[src/rtl/shift_pkg.sv]
// rtl/shift_pkg.sv - mode encodings and width helpers for the universal shift register
package shift_pkg;

   localparam logic [1:0] MODE_HOLD = 2'b00;
   localparam logic [1:0] MODE_SHL  = 2'b01;
   localparam logic [1:0] MODE_SHR  = 2'b10;
   localparam logic [1:0] MODE_LOAD = 2'b11;

   localparam int WIDTH_MIN = 2;
   localparam int WIDTH_MAX = 64;

   function automatic bit width_ok(input int w);
      return (w >= WIDTH_MIN) && (w <= WIDTH_MAX);
   endfunction

   function automatic int cnt_width(input int w);
      return $clog2(w + 1);
   endfunction

endpackage

[src/rtl/shift_register_universal_if.sv]
// rtl/shift_register_universal_if.sv - control/data bundle between the shifter and its user
interface shift_register_universal_if
   import shift_pkg::*;
#(
   parameter int WIDTH = 16
);
   localparam int CNT_W = cnt_width(WIDTH);

   logic             EN;
   logic [1:0]       MODE;
   logic             IN;
   logic [WIDTH-1:0] PAR_IN;
   logic [WIDTH-1:0] OUT;
   logic             SER_OUT;
   logic [CNT_W-1:0] COUNT;
   logic             FRAME_DONE;

   modport master (
      output EN, MODE, IN, PAR_IN,
      input  OUT, SER_OUT, COUNT, FRAME_DONE
   );

   modport slave (
      input  EN, MODE, IN, PAR_IN,
      output OUT, SER_OUT, COUNT, FRAME_DONE
   );

endinterface

[src/rtl/shift_frame_counter.sv]
// rtl/shift_frame_counter.sv - counts shifts per WIDTH-bit frame and pulses on each wrap
module shift_frame_counter
   import shift_pkg::*;
#(
   parameter int WIDTH = 16
) (
   input  logic                        CLK,
   input  logic                        RESETN,
   input  logic                        SHIFT,
   input  logic                        CLEAR,
   output logic [cnt_width(WIDTH)-1:0] COUNT,
   output logic                        FRAME_DONE
);
   localparam int CNT_W = cnt_width(WIDTH);
   localparam logic [CNT_W-1:0] LAST = CNT_W'(WIDTH - 1);

   logic [CNT_W-1:0] r_count;
   logic             r_done;

   // CLEAR wins over a wrapping shift, so a load never raises the pulse
   always_ff @(posedge CLK or negedge RESETN) begin
      if (!RESETN) begin
         r_count <= '0;
         r_done  <= 1'b0;
      end else begin
         r_done <= 1'b0;
         if (CLEAR) begin
            r_count <= '0;
         end else if (SHIFT) begin
            if (r_count == LAST) begin
               r_count <= '0;
               r_done  <= 1'b1;
            end else begin
               r_count <= r_count + CNT_W'(1);
            end
         end
      end
   end

   assign COUNT      = r_count;
   assign FRAME_DONE = r_done;

endmodule

[src/rtl/shift_register_universal.sv]
// rtl/shift_register_universal.sv - universal shift register with load, hold, both shifts and frame tracking
module shift_register_universal
   import shift_pkg::*;
#(
   parameter int WIDTH = 16
) (
   input  logic CLK,
   input  logic RESETN,
   shift_register_universal_if.slave bus
);
   if (!width_ok(WIDTH)) begin : g_bad_width
      $error("shift_register_universal: WIDTH out of range 2..64");
   end

   logic [WIDTH-1:0] r_out;
   logic             w_shift;
   logic             w_clear;

   assign w_shift = bus.EN && ((bus.MODE == MODE_SHL) || (bus.MODE == MODE_SHR));
   assign w_clear = bus.EN && (bus.MODE == MODE_LOAD);

   always_ff @(posedge CLK or negedge RESETN) begin
      if (!RESETN) begin
         r_out <= '0;
      end else if (bus.EN) begin
         case (bus.MODE)
            MODE_SHL:  r_out <= {r_out[WIDTH-2:0], bus.IN};
            MODE_SHR:  r_out <= {bus.IN, r_out[WIDTH-1:1]};
            MODE_LOAD: r_out <= bus.PAR_IN;
            default:   r_out <= r_out;
         endcase
      end
   end

   // Serial output taps the end the data is leaving from
   assign bus.SER_OUT = (bus.MODE == MODE_SHR) ? r_out[0] : r_out[WIDTH-1];
   assign bus.OUT     = r_out;

   shift_frame_counter #(
      .WIDTH(WIDTH)
   ) u_frame_counter (
      .CLK       (CLK),
      .RESETN    (RESETN),
      .SHIFT     (w_shift),
      .CLEAR     (w_clear),
      .COUNT     (bus.COUNT),
      .FRAME_DONE(bus.FRAME_DONE)
   );

endmodule

[src/flat_wrapper.sv]
// flat-port wrapper written by rule: the top's interface ports become plain ports
module shift_register_universal_flat import shift_pkg::*;
#(
   parameter int WIDTH = 16
)
  (CLK, RESETN, bus_EN, bus_MODE, bus_IN, bus_PAR_IN, bus_OUT, bus_SER_OUT, bus_COUNT, bus_FRAME_DONE);
  shift_register_universal_if #(.WIDTH(WIDTH)) bus_i ();
  input  logic CLK;
  input  logic RESETN;
  input wire logic [$bits(bus_i.EN)-1:0] bus_EN;
  input wire logic [$bits(bus_i.MODE)-1:0] bus_MODE;
  input wire logic [$bits(bus_i.IN)-1:0] bus_IN;
  input wire logic [$bits(bus_i.PAR_IN)-1:0] bus_PAR_IN;
  output wire logic [$bits(bus_i.OUT)-1:0] bus_OUT;
  output wire logic [$bits(bus_i.SER_OUT)-1:0] bus_SER_OUT;
  output wire logic [$bits(bus_i.COUNT)-1:0] bus_COUNT;
  output wire logic [$bits(bus_i.FRAME_DONE)-1:0] bus_FRAME_DONE;
  assign bus_i.EN = bus_EN;
  assign bus_i.MODE = bus_MODE;
  assign bus_i.IN = bus_IN;
  assign bus_i.PAR_IN = bus_PAR_IN;
  assign bus_OUT = bus_i.OUT;
  assign bus_SER_OUT = bus_i.SER_OUT;
  assign bus_COUNT = bus_i.COUNT;
  assign bus_FRAME_DONE = bus_i.FRAME_DONE;
  shift_register_universal #(.WIDTH(WIDTH)) u_core (.CLK(CLK), .RESETN(RESETN), .bus(bus_i));
endmodule
[config.mk]
export PLATFORM = sky130hd
export DESIGN_NAME = shift_register_universal_flat
export DESIGN_NICKNAME = d
export VERILOG_FILES = /design/src/rtl/shift_pkg.sv /design/src/rtl/shift_register_universal_if.sv /design/src/rtl/shift_frame_counter.sv /design/src/rtl/shift_register_universal.sv /design/src/flat_wrapper.sv
export SDC_FILE = /design/constraint.sdc
export NUM_CORES = 1
export LEC_CHECK = 0
export BUFFER_PORTS_ARGS = -buffer_cell sky130_fd_sc_hd__buf_2
export CORE_AREA = 8 8 64 66
export CTS_CLUSTER_SIZE = 8
export DETAILED_ROUTE_END_ITERATION = 10
export DIE_AREA = 0 0 72 74
export GPL_ROUTABILITY_DRIVEN = 0
export GPL_TIMING_DRIVEN = 0
export MAX_ROUTING_LAYER = met4
export PLACE_DENSITY = 0.65
export SLEW_MARGIN = 20
export SYNTH_ARGS = -nofsm -noshare
export SYNTH_HDL_FRONTEND = slang
export SYNTH_SLANG_ARGS = --single-unit
[constraint.sdc]
create_clock -name CLK -period 1.41 [get_ports CLK]
set_input_delay 0.0705 -clock CLK [delete_from_list [all_inputs] [get_ports CLK]]
set_output_delay 0.0705 -clock CLK [all_outputs]
set_load 0.02 [all_outputs]
* Word level (Yosys, flattened, before mapping) *
Cells that the tools add are included.

word-level totals
  flip-flop bits (word level) = 22

cells by class
  add/subtract/negate cells = 1
  equality and inequality tests = 4
  reductions and logical operators = 6
  muxes and demuxes = 8

operators by type and width
  cell                 count
  $pmux 16 s3          1
  $mux 5               3
  $add 5x1->5 const B  1
  $eq 5x4->1 const B   1
  $eq 2x2->1 const B   2
  $mux 1               4
  $reduce_bool 3->1    1
  $eq 2x1->1 const B   1
  $logic_and 1x1->1    2
  $reduce_and 2->1     1
  $reduce_bool 2->1    1
  $logic_or 1x1->1     1

* Logic depth before layout (Yosys ltp) *
  depth after elaboration = 5
  mapped depth = 7

* Cells and area by module *
Synthesis repeated with hierarchy kept, for this count alone.

unflattened totals
  cells, all modules = 145
  area, all modules = 1462.7 um2

by module, submodules not included
  module                    instances  cells an instance  sequential area each (um2)  area an instance (um2)
  shift_register_universal  1          118                400.4                       1177.4
  shift_frame_counter       1          27                 150.1                       285.3

* Worst setup path after synthesis *
No wires, ideal clock.

  kind = register to register
  start point = register u_core.u_frame_counter.r_count[0] (netlist: u_core.u_frame_counter.COUNT[0])
  end point = register u_core.u_frame_counter.r_count[0] (netlist: u_core.u_frame_counter.COUNT[0])
  setup slack = 226 ps
  path buffers = 0
  period minus slack after synthesis = 1184 ps
  arrival time = 1064 ps
  cell stages (with the launch flop) = 4
  cell sequence = dfrtp_1 -> ha_1 -> nand4b_1 -> a22o_1

on the way
  word-level cells in the longest chain between the ends = 4
  elaborated cells between the ends (all ways) = 5
  classes of those cells = 1 x add/sub; 1 x eq/ne; 3 x mux

ends and longest elaborated chain
  item                                              line                                                  RTL
  from (decl)                                       shift_frame_counter.sv:17                             logic [CNT_W-1:0] r_count;
  from (signal assigned)                            shift_frame_counter.sv:34                             r_count <= r_count + CNT_W'(1);
  $add 5x1->5 / $eq 5x4->1 (equally long branches)  shift_frame_counter.sv:34, shift_frame_counter.sv:30
  $mux 5 *                                          shift_frame_counter.sv:30                             if (r_count == LAST) begin
  $mux 5 *                                          shift_frame_counter.sv:29                             end else if (SHIFT) begin
  $mux 5 *                                          shift_frame_counter.sv:27                             if (CLEAR) begin

Every way passes the cells marked *; elsewhere a longest branch is shown, timed or not. The select of a mux whose other input is x is not followed.
A chain may end at the register's enable or synchronous reset.

* Final worst setup path *
  start point = register u_core.r_out[0] (netlist: u_core.bus.OUT[0])
  end point = output port bus_SER_OUT

on the way
  word-level cells in the longest chain between the ends = 1

ends and longest elaborated chain
  item                    line                            RTL
  from (decl)             shift_register_universal.sv:15  logic [WIDTH-1:0] r_out;
  from (signal assigned)  shift_register_universal.sv:27  MODE_SHL: r_out <= {r_out[WIDTH-2:0], bus.IN};
  from (signal assigned)  shift_register_universal.sv:28  MODE_SHR: r_out <= {bus.IN, r_out[WIDTH-1:1]};
  from (signal assigned)  shift_register_universal.sv:29  MODE_LOAD: r_out <= bus.PAR_IN;
  $mux 1                  shift_register_universal.sv:36  assign bus.SER_OUT = (bus.MODE == MODE_SHR) ? r_out[0] : r_out[WIDTH-1];
  to (decl)               flat_wrapper.sv:15              output wire logic [$bits(bus_i.SER_OUT)-1:0] bus_SER_OUT;

No other way between the ends.

==> flow_metrics.py <==
metrics = {
    "run_status": {
        "status": "completed",
    },
    "cells_and_area": {
        "final_core_util": 0.4758,
        "fin_area_um2": 1513,
        "nets": 200,
        "n_antenna_cell": 0,
        "syn2layout_area_growth_pct": 26.73,
        "drive_gt1_frac": 0.3295,
    },
    "die": {
        "initial_core_util": 0.3754,
        "coreArea_um2": 3179,
        "die_area_um2": 5328,
        "num_io_pins": 45,
        "fp.dieW_um": 72,
        "fp.dieH_um": 74,
        "num_rows": 21,
    },
    "grt": {
        "grt_pass1_vias": 1168,
        "grt_max_degree": 23,
        "gr-total-overflow": 0,
        "grt_pass1_wl_um": 5278,
        "antenna_found_initial": 0,
        "track_usage": 0.1272,
    },
    "setup_path": {
        "required_ps": 1340,
        "cp-startpoint": "u_core.bus.OUT[0]",
        "cp-start-kind": "flop",
        "r2r_setup_slack_ps": 230,
        "worstSetupEndpoint": "bus_SER_OUT",
        "cp.arrival_ps": 1190,
        "path_class": "reg -> out",
        "cp-end-kind": "primary output",
        "rr_worst_depth": 3,
        "r2r_end": "u_core.u_frame_counter.COUNT[0]",
        "path_max_fanout": 4,
        "timing.rr.start": "u_core.u_frame_counter.COUNT[0]",
    },
    "route": {
        "wl_per_cell_um": 15.01,
        "wl_um": 3287,
        "vias_per_cell": 5.196,
        "num_vias": 1138,
        "firstDrtPassIters": 4,
        "drt_iter0_markers": 37,
        "drc_errors": 0,
        "antenna_left": 0,
    },
    "placed_design": {
        "placed_area_um2": 1471,
        "numPortBuffers": 44,
        "detailed_place_hpwl_um": 2455,
        "pre_cts_slack_ps": 19.29,
    },
    "yosys": {
        "ys_async_sr_fraction": 1.000,
        "syn_area_per_cell_um2": 9.549,
        "synth_top_area_share": 0.4612,
        "ys_types": 23,
        "synthCells": 125,
        "yosys_warnings": 0,
        "synthFlopType": "dfrtp_1",
        "synth_top_cell_by_area": "dfrtp_1",
        "synth_edf_count": 0,
        "synth_area_leaders": "dfrtp_1, a22o_1, a21oi_1, o21ai_0, nand2_1",
        "synth.most_common_cell": "dfrtp_1",
        "syn_area_um2": 1194,
        "syn_nets": 151,
        "yosysSeqAreaShare": 0.4612,
        "synth-seq-cells": 22,
        "synthTopCellsByCount": "dfrtp_1, a21oi_1, nand2_1, o21ai_0, a22o_1",
    },
    "min_path": {
        "hold_class": "in -> reg",
        "worstHoldStart": "bus_EN",
        "worstHoldPathCells": 3,
    },
    "clocking": {
        "cts.sinks": 22,
        "cts_root_buf": "clkbuf_4",
        "cts_htree_levels": 1,
        "insertion_delay_ps": 320,
        "cts_buffers": 3,
        "cts.clk_slew.worst_paths_ps": 130,
        "cts_max_path_buffers": 2,
        "cts_tree": "done",
    },
    "timing": {
        "tightest_slew_ps": 498.8,
        "hold_viol": 0,
        "rsz0062_at_grt": "no",
        "fin_tns_setup_ps": 0,
        "max_freq_ghz": 0.7906,
        "maxSlewViolCount": 0,
        "setup_slack_ps": 145.2,
        "final-setup-viol-count": 0,
        "fin_hold_ws_ps": 50.18,
        "maxSlewHeadroom": 0.6674,
        "finClkSkew_ps": 10.14,
        "period_minus_slack_ps": 1265,
        "period_share": 0.8970,
    },
    "flow_run": {
        "drv_cap": 0,
    },
    "power_and_ir_drop": {
        "leakage_nw": 0.7568,
        "cellPowerDensity_nw_per_um2": 1225,
        "ir_drop_uv": 931.6,
    },
}
-- stage by stage --
step / cells / total power, W
2_1_floorplan: 125 / 0.001251
3_3_place_gp: 215 / 0.001489
3_5_place_dp: 215 / 0.001507
4_1_cts: 220 / 0.001868
5_1_grt: 219 / 0.001969
6_report: 219 / 0.001854
-- cells in the final DEF, fill, tap and decap left out, types with 2 or more instances in the layout --
cell and n:
a21oi_1 17, a22o_1 15, a22o_2 2, buf_2 44, buf_6 2, clkbuf_1 3, clkbuf_4 4, dfrtp_1 22
ha_1 4, inv_1 4, nand2_1 17, nand3_1 2, nand4b_1 3, nor2_1 3, o21ai_0 17, o21ai_1 4
-- worst min-delay path by stage --
stage                                        endpoint
CTS                 u_core.u_frame_counter.FRAME_DONE
detailed placement    u_core.u_frame_counter.COUNT[3]
floorplan                           u_core.bus.OUT[0]
finish              u_core.u_frame_counter.FRAME_DONE
global placement      u_core.u_frame_counter.COUNT[2]
global route        u_core.u_frame_counter.FRAME_DONE
-- cell type report --
class	instances	area, um2
buffer	7	48.80
fill	320	1667
timing repair buffer	45	230.2
tap	46	57.56
inverter	4	15.01
sequential	22	550.5
clock buffer	4	36.28
multi-input combinational	91	574.3
-- cell families (layout without fill, tap and decap cells) --
logic type | after synthesis | count (layout) | share of synthesized area
simple gates | 29 | 29 | 0.1300
flops | 22 | 22 | 0.4612
mux | 1 | 1 | 0.009433
fa+ha+maj | 4 | 4 | 0.04193
compound gates | 57 | 57 | 0.2998
buf+inv | 12 | 60 | 0.05764
-- state kept, by name, summed over array words and instances, names as in the netlist --
signal,flops
u_core.bus.OUT,16
u_core.u_frame_counter.COUNT,5
u_core.u_frame_counter.FRAME_DONE,1
-- worst max-delay path: stages (launching register included) --
cell	delay, ps
dfrtp_1	450
mux2_2	270
buf_2	160
-- routing by layer --
metal,track usage,wire length [um],vias up
li1,-,-,549
met1,0.1571,1591,548
met2,0.1953,1499,39
met3,0.04043,176,2
met4,0.03628,20,0
met5,-,0,-
-- repair_timing --
| action | CTS | global route |
|---|---|---|
| setup endpoints to repair | 0 | 1 |
| gates resized for setup | 0 | 1 |
| hold buffers | 1 | 0 |
| endpoints found under the hold margin | 22 | 0 |
| buffers inserted | 0 | 0 |
-- power by group --
| group | internal (W) | leakage (nW) | switching (W) |
|---|---|---|---|
| registers | 0.000743 | 0.283 | 0.000135 |
| clock network | 0.000158 | 0.0210 | 0.000203 |
| logic | 0.000238 | 0.453 | 0.000376 |
| total | 0.00114 | 0.757 | 0.000714 |
Note: power is estimated with default switching activity, not from simulation.
